## config.mk

```make
export PLATFORM = sky130hd
export DESIGN_NAME = fetch_unit
export DESIGN_NICKNAME = d
export VERILOG_FILES = /design/src/rtl/cpu_pkg.sv /design/src/rtl/instr_field_split.sv /design/src/rtl/fetch_unit.sv
export SDC_FILE = /design/constraint.sdc
export NUM_CORES = 1
export LEC_CHECK = 0
export ABC_AREA = 1
export CORE_MARGIN = 4
export CORE_UTILIZATION = 41
export CTS_BUF_LIST = sky130_fd_sc_hd__clkbuf_8
export CTS_CLUSTER_SIZE = 24
export DETAILED_ROUTE_END_ITERATION = 10
export HOLD_SLACK_MARGIN = 0.12
export PLACE_DENSITY = 0.82
export SLEW_MARGIN = 20
export SYNTH_ARGS = -nofsm -noshare
export SYNTH_HDL_FRONTEND = slang
export SYNTH_SLANG_ARGS = --single-unit
```

## constraint.sdc

```tcl
create_clock -name clk -period 2 [get_ports clk]
set_clock_uncertainty 0.15 [all_clocks]
set_input_delay 0.6 -clock clk [delete_from_list [all_inputs] [get_ports clk]]
set_output_delay 0.6 -clock clk [all_outputs]
set_load 0.02 [all_outputs]
```

## src/rtl/cpu_pkg.sv

```systemverilog
// Shared CPU definitions: opcode constants, instruction field widths and the
// fetch FSM state type.
package cpu_pkg;

  localparam int OPC_W = 5;
  localparam int FLD_W = 9;

  localparam logic [OPC_W-1:0] OP_LOAD = 5'b10011;
  localparam logic [OPC_W-1:0] OP_ADD  = 5'b00110;
  localparam logic [OPC_W-1:0] OP_HALT = 5'b00000;

  typedef enum logic [2:0] {
    ST_IDLE,
    ST_ISSUE,
    ST_CAPTURE,
    ST_VALID,
    ST_HALT
  } fetch_state_t;

endpackage

```

## src/rtl/instr_field_split.sv

```systemverilog
// Splits a 32-bit instruction word into its opcode and three operand fields.
// Purely combinational; also used by the decoder.
module instr_field_split
  import cpu_pkg::*;
(
  input  logic [31:0]      i_word,
  output logic [OPC_W-1:0] o_opcode,
  output logic [FLD_W-1:0] o_field_a,
  output logic [FLD_W-1:0] o_field_b,
  output logic [FLD_W-1:0] o_field_c
);

  assign o_opcode  = i_word[31:27];
  assign o_field_a = i_word[26:18];
  assign o_field_b = i_word[17:9];
  assign o_field_c = i_word[8:0];

endmodule

```

## src/rtl/fetch_unit.sv

```systemverilog
// Instruction fetch stage: drives the instruction memory address, captures the
// registered read word and presents it to the decoder over valid/ready.
module fetch_unit
  import cpu_pkg::*;
#(
  parameter int  data_length = 32,
  parameter int  mem_length  = 64,
  parameter int  RESET_PC    = 0,
  localparam int AW          = $clog2(mem_length)
) (
  input  logic                   clk,
  input  logic                   rst,
  input  logic                   en,
  output logic [AW-1:0]          imem_addr,
  input  logic [data_length-1:0] imem_rdata,
  input  logic                   redirect,
  input  logic [AW-1:0]          redirect_addr,
  output logic                   instr_valid,
  input  logic                   instr_ready,
  output logic [data_length-1:0] instr,
  output logic [OPC_W-1:0]       opcode,
  output logic [FLD_W-1:0]       field_a,
  output logic [FLD_W-1:0]       field_b,
  output logic [FLD_W-1:0]       field_c,
  output logic [AW-1:0]          pc,
  output logic                   halted,
  output fetch_state_t           dbg_state
);

  localparam logic [AW-1:0] LAST_ADDR = AW'(mem_length - 1);
  localparam logic [AW-1:0] START_PC  = AW'(RESET_PC);

  fetch_state_t           r_state;
  fetch_state_t           w_next_state;
  logic [AW-1:0]          r_fetch_pc;
  logic [AW-1:0]          r_pc;
  logic [data_length-1:0] r_ir;
  logic                   w_word_halt;
  logic                   w_capture;
  logic [AW-1:0]          w_pc_inc;
  logic                   w_instr_valid;
  logic                   w_halted;

  assign w_word_halt = (imem_rdata[31:27] == OP_HALT);
  // A redirect in CAPTURE wins: the word read for the old stream is dropped.
  assign w_capture   = (r_state == ST_CAPTURE) && !w_word_halt && !redirect;
  assign w_pc_inc    = (r_fetch_pc == LAST_ADDR) ? '0 : r_fetch_pc + 1'b1;

  always_ff @(posedge clk or posedge rst) begin
    if (rst) begin
      r_state <= ST_IDLE;
    end else begin
      r_state <= w_next_state;
    end
  end

  always_comb begin
    w_next_state = r_state;
    if (redirect) begin
      w_next_state = en ? ST_ISSUE : ST_IDLE;
    end else begin
      case (r_state)
        ST_IDLE:    if (en) w_next_state = ST_ISSUE;
        ST_ISSUE:   w_next_state = ST_CAPTURE;
        ST_CAPTURE: w_next_state = w_word_halt ? ST_HALT : ST_VALID;
        ST_VALID:   if (instr_ready) w_next_state = en ? ST_ISSUE : ST_IDLE;
        ST_HALT:    w_next_state = ST_HALT;
        default:    w_next_state = ST_IDLE;
      endcase
    end
  end

  // Handshake: a word transfers on any rising edge where instr_valid and
  // instr_ready are both high; instr_valid never drops and the presented word
  // never changes until that transfer, except on redirect or reset.
  always_comb begin
    w_instr_valid = (r_state == ST_VALID);
    w_halted      = (r_state == ST_HALT);
  end

  always_ff @(posedge clk or posedge rst) begin
    if (rst) begin
      r_fetch_pc <= START_PC;
      r_ir       <= '0;
      r_pc       <= '0;
    end else begin
      if (redirect) begin
        r_fetch_pc <= redirect_addr;
      end else if (w_capture) begin
        r_fetch_pc <= w_pc_inc;
      end
      if (w_capture) begin
        r_ir <= imem_rdata;
        r_pc <= r_fetch_pc;
      end
    end
  end

  instr_field_split u_split (
    .i_word    (r_ir[31:0]),
    .o_opcode  (opcode),
    .o_field_a (field_a),
    .o_field_b (field_b),
    .o_field_c (field_c)
  );

  assign imem_addr   = r_fetch_pc;
  assign instr       = r_ir;
  assign pc          = r_pc;
  assign instr_valid = w_instr_valid;
  assign halted      = w_halted;
  assign dbg_state   = r_state;

endmodule

```

# == After elaboration in Yosys (flattened, before gate mapping) ==
# Index checks and enable logic that the tools add are counted.
# word_totals
register_bits,47
in_bits,43
output_inout_bits,81
word_cells,29
# op_classes
add_sub_neg,1
n_eq_ne,7
n_mux,9
n_reduce_logical,8
# ops
cell,n
$mux W6,3
$pmux W3 S5,1
$mux W3,4
$add A6 B1 Y6 const B,1
$eq A3 B2 Y1 const B,2
$eq A6 B6 Y1 const B,1
$logic_not A5 Y1,1
$eq A3 B1 Y1 const B,1
$eq A3 B3 Y1 const B,1
$logic_not A3 Y1,1
$ne A3 B2 Y1 const B,1
$ne A3 B3 Y1 const B,1
$logic_and A1 B1 Y1,2
$logic_not A1 Y1,2
$reduce_and A2 Y1,1
$reduce_bool A2 Y1,1
$mux W1,1

# == Longest topological paths before layout ==
# Gate-level depths: netlist (run 1).
# depth
word_depth,6
ltp_mapped,8
mapped_depth_nobuf,8

# == Hierarchy ==
# A second synthesis (run 1) with hierarchy kept.
# unflattened
cells_unflattened,293
hier_area_um2,2421.1
# modules_own_cells
module,instances,cells_each,area_per_inst_um2,seq_area_each_um2
fetch_unit,1,261,2180.8,1176.1
instr_field_split,1,32,240.2,0.0

# == Worst setup path before layout (run 1) ==
# OpenSTA, ideal clock, no wires.
# synth_timing
path_type,register to output
start,register r_state[0] (netlist: dbg_state[0])
end,output instr_valid
arrival_time_ns,0.974
required_ns,1.250
setup_slack_ns,0.276
path_stages_with_launch,3
n_path_buf,0
path_cell_list,dfrtp_1 > nand2_1 > nor2_1
# synth_via
elab_chain_cells,1
# synth_lines
item,line_no,source
"start, declared",fetch_unit.sv:33,fetch_state_t r_state;
"start signal, assigned",fetch_unit.sv:53,r_state <= w_next_state;
$eq A3 B2 Y1,fetch_unit.sv:77,w_instr_valid = (r_state == ST_VALID);
"end, declared",fetch_unit.sv:18,"output logic instr_valid,"
# No other way between the ends.

# == Worst setup path after layout (run 1) ==
# layout_timing
start,register r_state[0] (netlist: dbg_state[0])
end,output dbg_state[0]
# layout_rtl
item,line_no,source
"end, declared",fetch_unit.sv:27,output fetch_state_t dbg_state
# No word-level cell between the ends.

==> impl_metrics.yaml, run 1 <==
synthesis:
  synth_simple_gate_area_share_pct: 29.9
  ys_top_cells_by_area: "dfrtp_1, nand2_1, buf_4"
  synth_top_family_by_area: "simple AND/OR/NAND/NOR gates"
  syn_avg_cell_area_um2: 8.26
  synth_seq_cells: 47
  synth_flop_cell: "dfrtp_1"
  synth-async-reset-ratio_pct: 100
  syn_nets: 337
  syn_area_um2: 2420
  yosysMostFrequentCell: "nand2_1"
  yosys.area_share.adder_pct: 0.517
  synth_xor_area_share_pct: 0.362
  synth_top_area_share_pct: 48.6
  synth-edff-count: 0
  ys_seq_area_share_pct: 48.6
  synthTopCellsByCount: "nand2_1, dfrtp_1, nand3_1"
  syn-instance-count: 293
  yosys_warnings: 0
  muxShareOfSynthArea_pct: 0
  synth-compound-area-share_pct: 4.19
  ys_types: 20
  yosysTopAreaCell: "dfrtp_1"
placement:
  io_buffer_count: 123
  dpl.hpwl_um: 5430
  preCtsSetupSlack_ns: -0.212
  dpl-instance-area_um2: 3640
  gp_congestion: 0.826
die:
  core_area_um2: 5610
  die-area_um2: 7200
  start_util_pct: 43.2
  die_h_um: 84.8
  die_w_um: 84.8
  ioPinCount: 124
  rows: 27
drt:
  drcViolationCount: 0
  routed_wirelength_um: 6910
  routedWlPerCell_um: 14.6
  num_vias: 2275
  firstDrtPassIters: 4
  antenna_left: 0
  vias_per_cell: 4.82
  drtIter0Drc: 99
grt:
  grt_usage_pct: 19.5
  grt-ovfl-total: 0
  grt_pass1_wl_um: 11300
  antenna_found_initial: 0
  grt_max_degree: 32
  first_global_vias: 2231
setup_path:
  start_kind: "flip-flop"
  cp_slowest_cell: "dfrtp_1"
  rr_worst_depth: 8
  crit_type: "reg -> out"
  crit_fanout: 4
  reg2reg_slack_ns: 0.34
  path_cells: "buf_4, dlygate4sd2_1"
  r2r-end: "instr[5]$_DFFE_PP0P_"
  crit_path_max_incr_delay_ns: 0.43
  arrival_ns: 1.18
  end_kind: "output pin"
  required_ns: 1.25
  r2r_start: "dbg_state[0]$_DFFE_PP0P_"
pwr:
  total_leakage_power_nw: 2.01
  seqPwrFrac_pct: 32.0
  vdd_ir_drop_max_mv: 0.741
  powerDensity_nw_per_um2: 1450
  intPower_mw: 2.95
  finalPower_mw: 5.31
  p_sw_share_pct: 44.5
  p_clk_share_pct: 15.5
  pwr-share-comb_pct: 52.6
  power.switching_mw: 2.37
finish:
  drive_above_1_share_pct: 11.8
  fin_nets: 443
  num-fill-cells: 536
  syn_to_final_growth_pct: 51.6
  fin_area_um2: 3670
  diodes: 0
  post-route-util_pct: 65.5
clocking:
  cts_max_level: 2
  postCtsHoldBufs: 0
  clockRootBuffer: "clkbuf_8"
  path_clk_slew_ns: 0.09
  cts.sinks: 47
  cts_buffers: 5
  clk_latency_ns: 0.29
  cts_tree: "done"
  clock_path_buffers: 2
min_path:
  hold_class: "reg -> reg"
  min_path_cells: 2
  hold_path_end: "pc[1]$_DFFE_PP0P_"
  hold_start: "pc[1]$_DFFE_PP0P_"
timing:
  rsz0062_at_grt: "false"
  setup_viol: 0
  drv_slew: 0
  tightest_slew_ns: 0.374
  fin_crit_ns: 1.93
  fmax_mhz: 518
  slew_headroom_pct: 75.1
  hold_violations: 0
  hold-worst-slack_ns: 0.338
  fin_ws_ns: 0.0697
  fin_crit_sh_pct: 96.5
run_status:
  status: "finished, final reports clean"
flow_run:
  max_cap_viol_count: 0
==> cells in the final DEF (no fill, tap or decap) <==
cell type	Yosys	final
nand2_1	105	105
dlygate4sd2_1	0	79
nand4_1	3	3
o21ai_2	7	7
clkbuf_2	0	1
nand2_2	3	3
nor3_4	1	1
clkdlybuf4s50_1	0	42
buf_4	35	15
nor2_1	10	9
inv_1	16	15
clkinvlp_4	0	1
nand2_4	2	2
ha_1	1	1
nor2_2	0	1
inv_2	1	2
bufinv_16	0	2
buf_12	0	6
dfrtp_1	47	47
inv_4	1	1
clkbuf_8	0	5
o21ai_0	7	7
a21oi_1	1	1
nand3_1	43	43
xnor2_1	1	1
==> worst max-delay path: cells and delay by family, from the launching register on <==
family	cells	cell delay, ns
flip-flops	1	0.43
buffers and inverters	2	0.46
==> repair_timing <==
| item | in CTS | in global routing |
|---|---|---|
| setup buffers | 0 | 0 |
| endpoints found under the setup margin | 81 | 2 |
| hold endpoints to repair | 0 | 0 |
| resized for setup | 85 | 3 |
==> cells by family after synthesis <==
kind of cell | count (synthesis)
DFF | 47
and+or+nand+nor | 167
AOI/OAI and AO/OA | 15
buffers and inverters | 62
adders and majority gates | 1
xor gates and xnor gates | 1
==> per-stage QoR <==
stage	instances	TNS (ns)
2_1_floorplan	293	0
3_3_place_gp	464	-5.38
3_5_place_dp	464	-7.24
4_1_cts	472	-0.0142
5_1_grt	472	0
6_report	472	0
==> routing by layer <==
metal | share of wire [%] | global-route usage [%] | routed length, µm | up-vias
met3 | 6.4 | 5.24 | 442 | 6
li1 | - | - | - | 1107
met4 | 1.1 | 4.75 | 76 | 0
met1 | 42 | 24.1 | 2910 | 1074
met5 | 0 | 0 | 0 | -
met2 | 50 | 34.0 | 3480 | 88
==> area by class of cell <==
class | count | area (µm²) | share of cell area (%)
clock inverters | 3 | 67.6 | 1.84
inverters | 18 | 70.1 | 1.91
repair buffers | 143 | 1350 | 36.8
flip-flops and latches | 47 | 1180 | 32.0
multi-input cells | 184 | 848 | 23.1
well taps | 72 | 90.1 | 2.45
clock buffers | 5 | 68.8 | 1.87
==> sequential cells by signal, indices dropped and copies added (netlist names) <==
register,cells
dbg_state,3
pc,6
instr,32
imem_addr,6
==> how the worst max path moves through the flow <==
| stage | start | endpoint | slack, ns | cells past startpoint |
|---|---|---|---|---|
| final | dbg_state[0]$_DFFE_PP0P_ | dbg_state[0] | 0.07 | 2 |
| after detailed placement | imem_rdata[30] | pc[5]$_DFFE_PP0P_ | -0.21 | 9 |
| after global placement | imem_rdata[30] | pc[2]$_DFFE_PP0P_ | -0.15 | 9 |
| after global routing | dbg_state[0]$_DFFE_PP0P_ | halted | 0.003 | 4 |
| after CTS | dbg_state[0]$_DFFE_PP0P_ | instr_valid | -0.01 | 3 |
| after floorplan | rst | dbg_state[0]$_DFFE_PP0P_ | 0.13 | 1 |
==> power groups by stage <==
stage          combinational (mW)  sequential (mW)  clock (mW)
2_1_floorplan                1.47             2.20           0
3_3_place_gp                 3.28             1.72           0
3_5_place_dp                 3.36             1.75           0
4_1_cts                      2.84             1.70       0.834
5_1_grt                      2.99             1.77       0.883
6_report                     2.79             1.70       0.822
Note: power is estimated with default switching activity, not from simulation.
==> run 2: changes to the inputs <==
--- a/config.mk
+++ b/config.mk
@@ -5,9 +5,8 @@
 export SDC_FILE = /design/constraint.sdc
 export NUM_CORES = 1
 export LEC_CHECK = 0
-export ABC_AREA = 1
 export CORE_MARGIN = 4
-export CORE_UTILIZATION = 41
+export CORE_UTILIZATION = 40
 export CTS_BUF_LIST = sky130_fd_sc_hd__clkbuf_8
 export CTS_CLUSTER_SIZE = 24
 export DETAILED_ROUTE_END_ITERATION = 10
==> run 2 against run 1 <==
The run now ends with setup timing left. Die area decreased by 2.5%. Sequential cell count unchanged. Cell area increased by 2.1%. Clock power decreased by 30%. Critical endpoint is now instr[11]$_DFFE_PP0P_. Largest power group unchanged.
==> impl_metrics.yaml, run 2 <==
finish:
  stdcell_count: 370
  diodes: 0
  largest_reg_flops: 32
  drive_above_1_share_pct: 30.2
  fin_nets: 341
  layout_commonest_cell: "dlygate4sd2_1"
  syn_to_final_growth_pct: 63.2
  most-common-layout-cells: "dlygate4sd2_1, dfrtp_1, mux2_4, clkdlybuf4s50_1, buf_4"
drt:
  antenna_left: 0
  drtIter0Drc: 46
  num_vias: 1798
  firstDrtPassIters: 4
  routedWlPerCell_um: 16.6
  vias_per_cell: 4.86
  routed_wirelength_um: 6150
  drcViolationCount: 0
synthesis:
  ys_types: 32
  muxShareOfSynthArea_pct: 21.0
  yosysMostFrequentCell: "dfrtp_1"
  syn_avg_cell_area_um2: 12.8
  yosysTopAreaCell: "dfrtp_1"
  synth-edff-count: 0
  synth-compound-area-share_pct: 4.69
  syn_area_um2: 2300
  synth_simple_gate_area_share_pct: 8.66
  synth_seq_cells: 47
  syn-instance-count: 179
  syn_nets: 223
  ys_top_cells_by_area: "dfrtp_1, mux2_2, buf_4"
  synth_xor_area_share_pct: 0.381
  synth_top_area_share_pct: 51.2
  synth_flop_cell: "dfrtp_1"
  yosys_warnings: 0
  synth-async-reset-ratio_pct: 100
  synth_top_family_by_area: "multiplexers"
  ys_seq_area_share_pct: 51.2
  yosys.area_share.adder_pct: 0.545
  synthTopCellsByCount: "dfrtp_1, buf_4, mux2_2"
setup_path:
  crit_type: "in -> reg"
  end_kind: "flip-flop"
  crit_fanout: 8
  start_kind: "input port"
  required_ns: 2.04
  arrival_ns: 2.14
timing:
  fin_crit_sh_pct: 105
  rsz0062_at_grt: "true"
  hold_violations: 0
  fin_setup_tns_ns: -3.06
  fmax_mhz: 475
  fin_ws_ns: -0.107
  tightest_slew_ns: 0.405
  drv_slew: 0
  slew_headroom_pct: 73.0
  fin_crit_ns: 2.11
  setup_viol: 38
min_path:
  hold_class: "reg -> reg"
die:
  ioPinCount: 124
  core_area_um2: 5540
  rows: 27
  start_util_pct: 41.4
  die-area_um2: 7020
  die_h_um: 83.8
  die_w_um: 83.8
grt:
  met1_usage_pct: 21.4
  first_global_vias: 1929
  grt-ovfl-total: 0
  grt_use_met2_pct: 30.9
  use_met3_pct: 6.12
  grt_pass1_wl_um: 10000
  busiest_layer: "met2"
  grt_usage_pct: 17.9
  antenna_found_initial: 0
  grt_max_degree: 20
clocking:
  cts.sinks: 47
  clockRootBuffer: "clkbuf_8"
  path_clk_slew_ns: 0.10
  clk_latency_ns: 0.30
  clock_path_buffers: 2
  cts_buffers: 5
  cts_tree: "done"
  cts_max_level: 2
placement:
  preCtsSetupSlack_ns: -0.733
  dpl.hpwl_um: 4410
  gp_congestion: 0.844
  placedCellCount: 356
  io_buffer_count: 123
run_status:
  violations: "setup timing"
  status: "complete, but fails checks"
pwr:
  total_leakage_power_nw: 1.91
  finalPower_mw: 5.17
  vdd_ir_drop_max_mv: 0.899
  powerDensity_nw_per_um2: 1380
flow_run:
  max_cap_viol_count: 0
## run 2: cell types whose count changed in the layout (fill, tap and decap cells not counted), sizes merged, moves of 11 or more
| cell | delta |
|---|---|
| mux2 | +38 |
| nand2 | -102 |
| inv | -17 |
| nand3 | -38 |
| buf | +11 |
## run 2: metrics by stage
step           util (%)  cell area (µm²)  hold WS (ns)
3_3_place_gp       63.7             3530         0.347
6_report           67.6             3750         0.371
3_5_place_dp       63.7             3530         0.349
2_1_floorplan         -             2300         0.470
4_1_cts            67.8             3750         0.367
5_1_grt            67.6             3750         0.362
## run 2: cells by family after synthesis
kind of cell,count (synthesis)
multiplexers,40
adder cells (fa/ha/maj),1
XOR/XNOR,1
AND/OR/NAND/NOR,33
AO/OA/AOI/OAI,17
flip-flops,47
buffers and inverters,40
## run 2: area by class of cell
cell class              count  area, µm²
repair buffers            150       1450
well taps                  72       90.1
clock buffers               5       68.8
inverters                   1       3.75
fillers                   452       1790
multi-input cells          92        936
clock inverters             3       20.0
flip-flops and latches     47       1180
## run 2: what timing repair did
item	4_1_cts	5_1_grt
hold buffers	0	0
cloned	3	0
gates resized for setup	134	12
endpoints found under the setup margin	127	43
pin swaps	2	2
buffers inserted	3	2
## run 2: power breakdown
group          internal [mW]  switching, mW
logic                   1.42           1.51
clock network          0.244          0.329
registers               1.36          0.307
total                   3.02           2.15
## run 2: path summary, 6_finish.rpt
check                                              start  slack [ns]  cells after the start                        to
min in group asynchronous                            rst        0.44                      2      instr[4]$_DFFE_PP0P_
worst max-delay path                      imem_rdata[30]       -0.11                      7     instr[11]$_DFFE_PP0P_
worst min register to register         pc[5]$_DFFE_PP0P_        0.37                      1         pc[5]$_DFFE_PP0P_
max in group asynchronous                            rst        0.81                      3     instr[24]$_DFFE_PP0P_
worst min-delay path                   pc[5]$_DFFE_PP0P_        0.37                      1         pc[5]$_DFFE_PP0P_
worst max register to register  dbg_state[0]$_DFFE_PP0P_        0.09                      6  imem_addr[3]$_DFFE_PP0P_
## run 2: layer usage
metal  wire length (µm)  up-vias
li1                   -      821
met1               2480      884
met2               3130       86
met3                468        7
met4                 73        0
met5                  0        -
## run 2: critical path, stage by stage
cell     delay [ns]
buf_6          0.09
or4_4          0.53
or2_4          0.26
nand3_4        0.09
buf_12         0.13
buf_12         0.13
mux2_4         0.30
